--- src/rtl/pulse_width_decoder.sv ---
// pulse_width_decoder: decodes pulse-width-encoded serial frames (short pulse = 0, long pulse = 1)
module pulse_width_decoder #(
  parameter int NBITS     = 8,
  parameter int T0_MIN    = 2,
  parameter int T0_MAX    = 4,
  parameter int T1_MIN    = 6,
  parameter int T1_MAX    = 10,
  parameter int T_GAP_MAX = 8,
  parameter int CW        = 8
) (
  input  logic             clk,
  input  logic             reset,
  input  logic             din,
  output logic [NBITS-1:0] data_out,
  output logic             data_valid,
  output logic             frame_err,
  output logic             busy
);
  localparam int BW = $clog2(NBITS + 1);
  // The first high (or low) cycle is the one that causes the state change, so a
  // timer value of t means t+1 cycles of the current level have been seen.
  localparam logic [CW-1:0] C_T0_LO  = CW'(T0_MIN - 1);
  localparam logic [CW-1:0] C_T0_HI  = CW'(T0_MAX - 1);
  localparam logic [CW-1:0] C_T1_LO  = CW'(T1_MIN - 1);
  localparam logic [CW-1:0] C_T1_HI  = CW'(T1_MAX - 1);
  localparam logic [CW-1:0] C_GAP_HI = CW'(T_GAP_MAX - 1);
  localparam logic [CW-1:0] C_GAP    = CW'(T_GAP_MAX);
  localparam logic [BW-1:0] C_LAST   = BW'(NBITS - 1);
  typedef enum logic [1:0] {IDLE, HIGH, LOW, ERR} state_t;
  state_t           r_state;
  logic             r_s1, r_s2;
  logic [CW-1:0]    r_t;
  logic [BW-1:0]    r_bit_cnt;
  logic [NBITS-1:0] r_shift;
  logic             w_din_s, w_is0, w_is1, w_err;
  logic [CW-1:0]    w_t_inc;
  logic [NBITS-1:0] w_shift;
  assign w_din_s = r_s2;
  assign w_t_inc = &r_t ? r_t : r_t + 1'b1;
  assign w_is0   = r_t >= C_T0_LO && r_t <= C_T0_HI;
  assign w_is1   = r_t >= C_T1_LO && r_t <= C_T1_HI;
  // Bits enter at the top and move down, so after NBITS bits the first one sits in the LSB.
  assign w_shift = {w_is1, r_shift[NBITS-1:1]};
  // A pulse reaching T1_MAX+1 cycles with din_s still high is the same timer value
  // as the largest legal bit-1 width, just seen with din_s high instead of low.
  assign w_err   = (r_state == HIGH && (w_din_s ? r_t == C_T1_HI : !(w_is0 || w_is1))) ||
                   (r_state == LOW && !w_din_s && r_t == C_GAP_HI);
  // Synchronizer, decode FSM, shared timer and registered strobes.
  always_ff @(posedge clk) begin
    if (reset) begin
      r_s1       <= 1'b0;
      r_s2       <= 1'b0;
      r_state    <= IDLE;
      r_t        <= '0;
      r_bit_cnt  <= '0;
      r_shift    <= '0;
      data_out   <= '0;
      data_valid <= 1'b0;
      frame_err  <= 1'b0;
      busy       <= 1'b0;
    end else begin
      r_s1       <= din;
      r_s2       <= r_s1;
      data_valid <= 1'b0;
      frame_err  <= 1'b0;
      if (w_err) begin
        r_state   <= ERR;
        r_t       <= '0;
        r_bit_cnt <= '0;
        r_shift   <= '0;
        frame_err <= 1'b1;
        busy      <= 1'b1;
      end else begin
        case (r_state)
          IDLE: begin
            if (w_din_s) begin
              r_state   <= HIGH;
              r_t       <= '0;
              r_bit_cnt <= '0;
              busy      <= 1'b1;
            end else r_t <= w_t_inc;
          end
          HIGH: begin
            if (w_din_s) r_t <= w_t_inc;
            else begin
              r_t     <= '0;
              r_shift <= w_shift;
              if (r_bit_cnt == C_LAST) begin
                r_state    <= IDLE;
                r_bit_cnt  <= '0;
                data_out   <= w_shift;
                data_valid <= 1'b1;
                busy       <= 1'b0;
              end else begin
                r_state   <= LOW;
                r_bit_cnt <= r_bit_cnt + 1'b1;
              end
            end
          end
          LOW: begin
            if (w_din_s) begin
              r_state <= HIGH;
              r_t     <= '0;
            end else r_t <= w_t_inc;
          end
          ERR: begin
            if (w_din_s) r_t <= '0;
            else if (r_t == C_GAP) begin
              r_state <= IDLE;
              r_t     <= '0;
              busy    <= 1'b0;
            end else r_t <= w_t_inc;
          end
          default: r_state <= IDLE;
        endcase
      end
    end
  end
endmodule
--- config.mk ---
export PLATFORM = sky130hd
export DESIGN_NAME = pulse_width_decoder
export DESIGN_NICKNAME = d
export VERILOG_FILES = /design/src/rtl/pulse_width_decoder.sv
export SDC_FILE = /design/constraint.sdc
export NUM_CORES = 1
export LEC_CHECK = 0
export CORE_UTILIZATION = 65
export DETAILED_ROUTE_END_ITERATION = 16
export DONT_BUFFER_PORTS = 1
export PLACE_DENSITY = 0.88
export SYNTH_ARGS = -nofsm -noshare
export SYNTH_HDL_FRONTEND = slang
export SYNTH_SLANG_ARGS = --single-unit
--- constraint.sdc ---
create_clock -name clk -period 6 [get_ports clk]
set_clock_uncertainty 0.05 [all_clocks]
set_input_delay 0.6 -clock clk [delete_from_list [all_inputs] [get_ports clk]]
set_output_delay 0.6 -clock clk [all_outputs]
set_load 0.05 [all_outputs]
==> reports/summary.json <==
{
  "setup_path": {
    "crit_path_max_incr_delay_ns": 0.55,
    "path_cells": "inv_1 > ha_1 > nor2b_1 > nand4_2 > mux2i_1 > nor2_1",
    "startpoint_type": "register",
    "reg2reg_slack_ns": 3.62,
    "required_ns": 6.20,
    "cpLargestDelayFamily": "simple AND/OR/NAND/NOR gates",
    "timing.rr.start": "r_state[1]$_SDFFE_PP0P_",
    "reg2reg_to": "data_out[3]$_SDFFE_PP0P_",
    "r2r_cells": 6,
    "worstSetupPathType": "reg2reg",
    "worst-endpoint-arrival_ns": 2.57,
    "crit_path_top_delay_cell": "sky130_fd_sc_hd__nor2b_1",
    "maximum_fanout_along_the_worst_path": 11,
    "critical_path.n_buffers_inverters": 1,
    "worstSetupEndpointType": "register"
  },
  "clock_network": {
    "cts-root-to-sink-buffers": 2,
    "cts.reportedPaths.clkPinSlew_ns": 0.12,
    "post_cts_resize_count": 0,
    "clkSinkCount": 34,
    "cts_tree": "yes",
    "cts_htree_levels": 2,
    "cts-hold-fix-buffers": 0,
    "cts-root-buf": "sky130_fd_sc_hd__clkbuf_4",
    "clk_latency_ns": 0.36,
    "post_cts_buffers": 0,
    "cts_buffers": 5
  },
  "sta": {
    "worst_hold_slack_ns": 0.242,
    "number_of_setup_violations_in_the_final_report": 0,
    "timing.max_slew.rel_slack_pct": 60.4,
    "final_worst_path_period_need_ns": 2.38,
    "worst_pin_slew_ns": 0.593,
    "grt_setup_unrepaired": "no",
    "final_max_slew_viol_count": 0,
    "max_freq_mhz": 421,
    "final-hold-violation-count": 0,
    "final_min_period_over_clock_period_pct": 39.6,
    "setup_tns_ns": 0
  },
  "drt": {
    "drt_drc_violations_left": 0,
    "drt_wl_total_um": 3530,
    "detailedRoute.firstPassIterationCount": 5,
    "route.vias.total": 1397,
    "wl_per_cell_um": 15.6,
    "routed_via_density": 6.18,
    "detailedRoute.firstIterationViolations": 50,
    "drt.antenna.violating_nets": 0
  },
  "floorplan": {
    "coreArea_um2": 2480,
    "chipWidth_um": 53.2,
    "placementRows": 18,
    "floorplan.die.height_um": 53.2,
    "top_level_ports": 14,
    "initial_core_utilization_pct": 68.7,
    "fp.dieArea_um2": 2830
  },
  "global_routing": {
    "largest_net_degree_at_the_start_of_global_routing": 15,
    "grt_pass1_wl_um": 5480,
    "grt_antenna_before_repair": 0,
    "global_route.usage.total_pct": 27.7,
    "global_route.overflow_total": 0,
    "first_global_vias": 1231
  },
  "min_path": {
    "min_from": "reset",
    "timing.hold.worst.class": "in2reg",
    "timing.hold.worst_path_depth": 1,
    "hold_path_end": "data_out[1]$_SDFFE_PP0P_"
  },
  "logic_synthesis": {
    "avgSynthCellArea_um2": 8.68,
    "ys_seq_area_share_pct": 40.0,
    "synth.area.top_cells": "sky130_fd_sc_hd__dfxtp_1 (40%), sky130_fd_sc_hd__ha_1 (5.9%), sky130_fd_sc_hd__mux2i_1 (5.9%)",
    "ys.warnings.count": 0,
    "synthFlopType": "sky130_fd_sc_hd__dfxtp_1",
    "synth_top_area_share_pct": 40.0,
    "postSynthNetCount": 207,
    "number_of_enable_flip_flop_cells_after_synthesis": 0,
    "number_of_register_bits_inferred_by_synthesis": 34,
    "yosysTopAreaCell": "sky130_fd_sc_hd__dfxtp_1",
    "post_synth_inst_count": 196,
    "postSynth.asyncResetShare_pct": 0,
    "synth.lib_cells_used.distinct": 42,
    "synth_area_um2": 1700
  },
  "power_and_ir_drop": {
    "p_leak_nw": 0.724,
    "power.ir.vdd_worst_v": 0.000275,
    "cellPowerDensity_nw_per_um2": 375
  },
  "placement": {
    "placed_area_um2": 1700,
    "gp_weighted_congestion": 0.889,
    "place_inst": 218,
    "io_buffers": 0,
    "detailed_place_hpwl_um": 2560
  },
  "run": {
    "max_cap_violations": 0
  },
  "layout": {
    "layoutNonFillerInstCount": 226,
    "design_area_um2": 1760,
    "syn2layout_area_growth_pct": 3.68,
    "post-route-util_pct": 71.2,
    "insertedDiodeCount": 0,
    "proportion_of_layout_cells_with_a_drive_suffix_above_1_pct": 9.18,
    "nets": 206
  },
  "run_status": {
    "run_status": "complete, no violations"
  }
}
## final cells by class
cell class	instances	area [um^2]
fillers	193	713
multi-input cells	146	952
clock buffers	6	51.3
clock inverters	2	12.5
inverters	8	30.0
well taps	30	37.5
flip-flops and latches	34	681
## Yosys cell counts (all sizes together), types with 2 or more instances
| cell type | number |
|---|---|
| dfxtp | 34 |
| a211oi | 3 |
| nand3 | 5 |
| a21o | 2 |
| and2 | 3 |
| a21oi | 17 |
| nor3 | 6 |
| clkbuf | 5 |
| and3 | 5 |
| nor2b | 6 |
| nor4 | 2 |
| a2111oi | 2 |
| o211ai | 2 |
| o21ai | 7 |
| buf | 3 |
| nor2 | 26 |
| nand4 | 3 |
| inv | 8 |
| ha | 8 |
| nand2 | 22 |
| nand3b | 2 |
| nand2b | 3 |
| mux2i | 10 |
## layer usage
layer  global-route usage (%)  wire, um  up-vias
met5                        0         0        -
met1                     31.4      1500      661
met3                     9.77       184       11
met4                     15.4        86        0
met2                     44.9      1760       44
li1                         -         -      681
## logic make-up (layout without fill, tap and decap cells)
group / Yosys count / in the layout / synth area share (%)
buffers and inverters: 16 / 16 / 4.04
xor gates and xnor gates: 1 / 1 / 0.515
AOI/OAI and AO/OA: 39 / 39 / 16.2
adders and majority gates: 8 / 8 / 5.88
DFF: 34 / 34 / 40.0
muxes: 11 / 11 / 6.54
and+or+nand+nor: 87 / 87 / 26.8
## power breakdown
part | leakage, nW | internal (mW) | switching [mW]
logic | 0.415 | 0.0956 | 0.149
registers | 0.275 | 0.245 | 0.0339
clock network | 0.0343 | 0.0563 | 0.0818
## flip-flops by register name (all words and copies together) (netlist names)
register	count
frame_err	1
data_valid	1
r_t	8
r_state	2
r_bit_cnt	4
r_s1	1
data_out	8
busy	1
r_shift	7
r_s2	1
## through the flow
step                      setup WS [ns]  total power, mW
after CTS                          3.67            0.660
after detailed placement           3.70            0.523
after global placement             3.84            0.502
after floorplan                    4.02            0.477
after global routing               3.42            0.698
final                              3.62            0.662
## worst max-delay path by stage
stage	from	endpoint	slack (ns)	cells past startpoint
final	r_state[1]$_SDFFE_PP0P_	data_out[3]$_SDFFE_PP0P_	3.62	6
after global routing	r_state[1]$_SDFFE_PP0P_	data_out[3]$_SDFFE_PP0P_	3.42	6
after CTS	r_state[1]$_SDFFE_PP0P_	data_out[3]$_SDFFE_PP0P_	3.67	6
after detailed placement	r_state[1]$_SDFFE_PP0P_	data_out[3]$_SDFFE_PP0P_	3.70	6
after global placement	r_t[5]$_SDFF_PP0_	r_state[1]$_SDFFE_PP0P_	3.84	5
after floorplan	r_t[5]$_SDFF_PP0_	r_state[1]$_SDFFE_PP0P_	4.02	6
## layout by cell type, fill, tap and decap left out, types with 2 or more instances in the layout
cell type,n
sky130_fd_sc_hd__dfxtp_1,34
sky130_fd_sc_hd__nor2_1,26
sky130_fd_sc_hd__nand2_1,22
sky130_fd_sc_hd__a21oi_1,17
sky130_fd_sc_hd__mux2i_1,10
sky130_fd_sc_hd__inv_1,8
sky130_fd_sc_hd__ha_1,8
sky130_fd_sc_hd__o21ai_0,7
sky130_fd_sc_hd__nor2b_1,6
sky130_fd_sc_hd__nor3_1,6
sky130_fd_sc_hd__and3_1,5
sky130_fd_sc_hd__clkbuf_4,5
sky130_fd_sc_hd__nand3_1,4
sky130_fd_sc_hd__and2_1,3
sky130_fd_sc_hd__nand2b_1,3
sky130_fd_sc_hd__nand3b_1,2
sky130_fd_sc_hd__a211oi_1,2
sky130_fd_sc_hd__a21o_1,2
sky130_fd_sc_hd__nand4_1,2
sky130_fd_sc_hd__o211ai_1,2
Note: power is estimated with default switching activity, not from simulation.
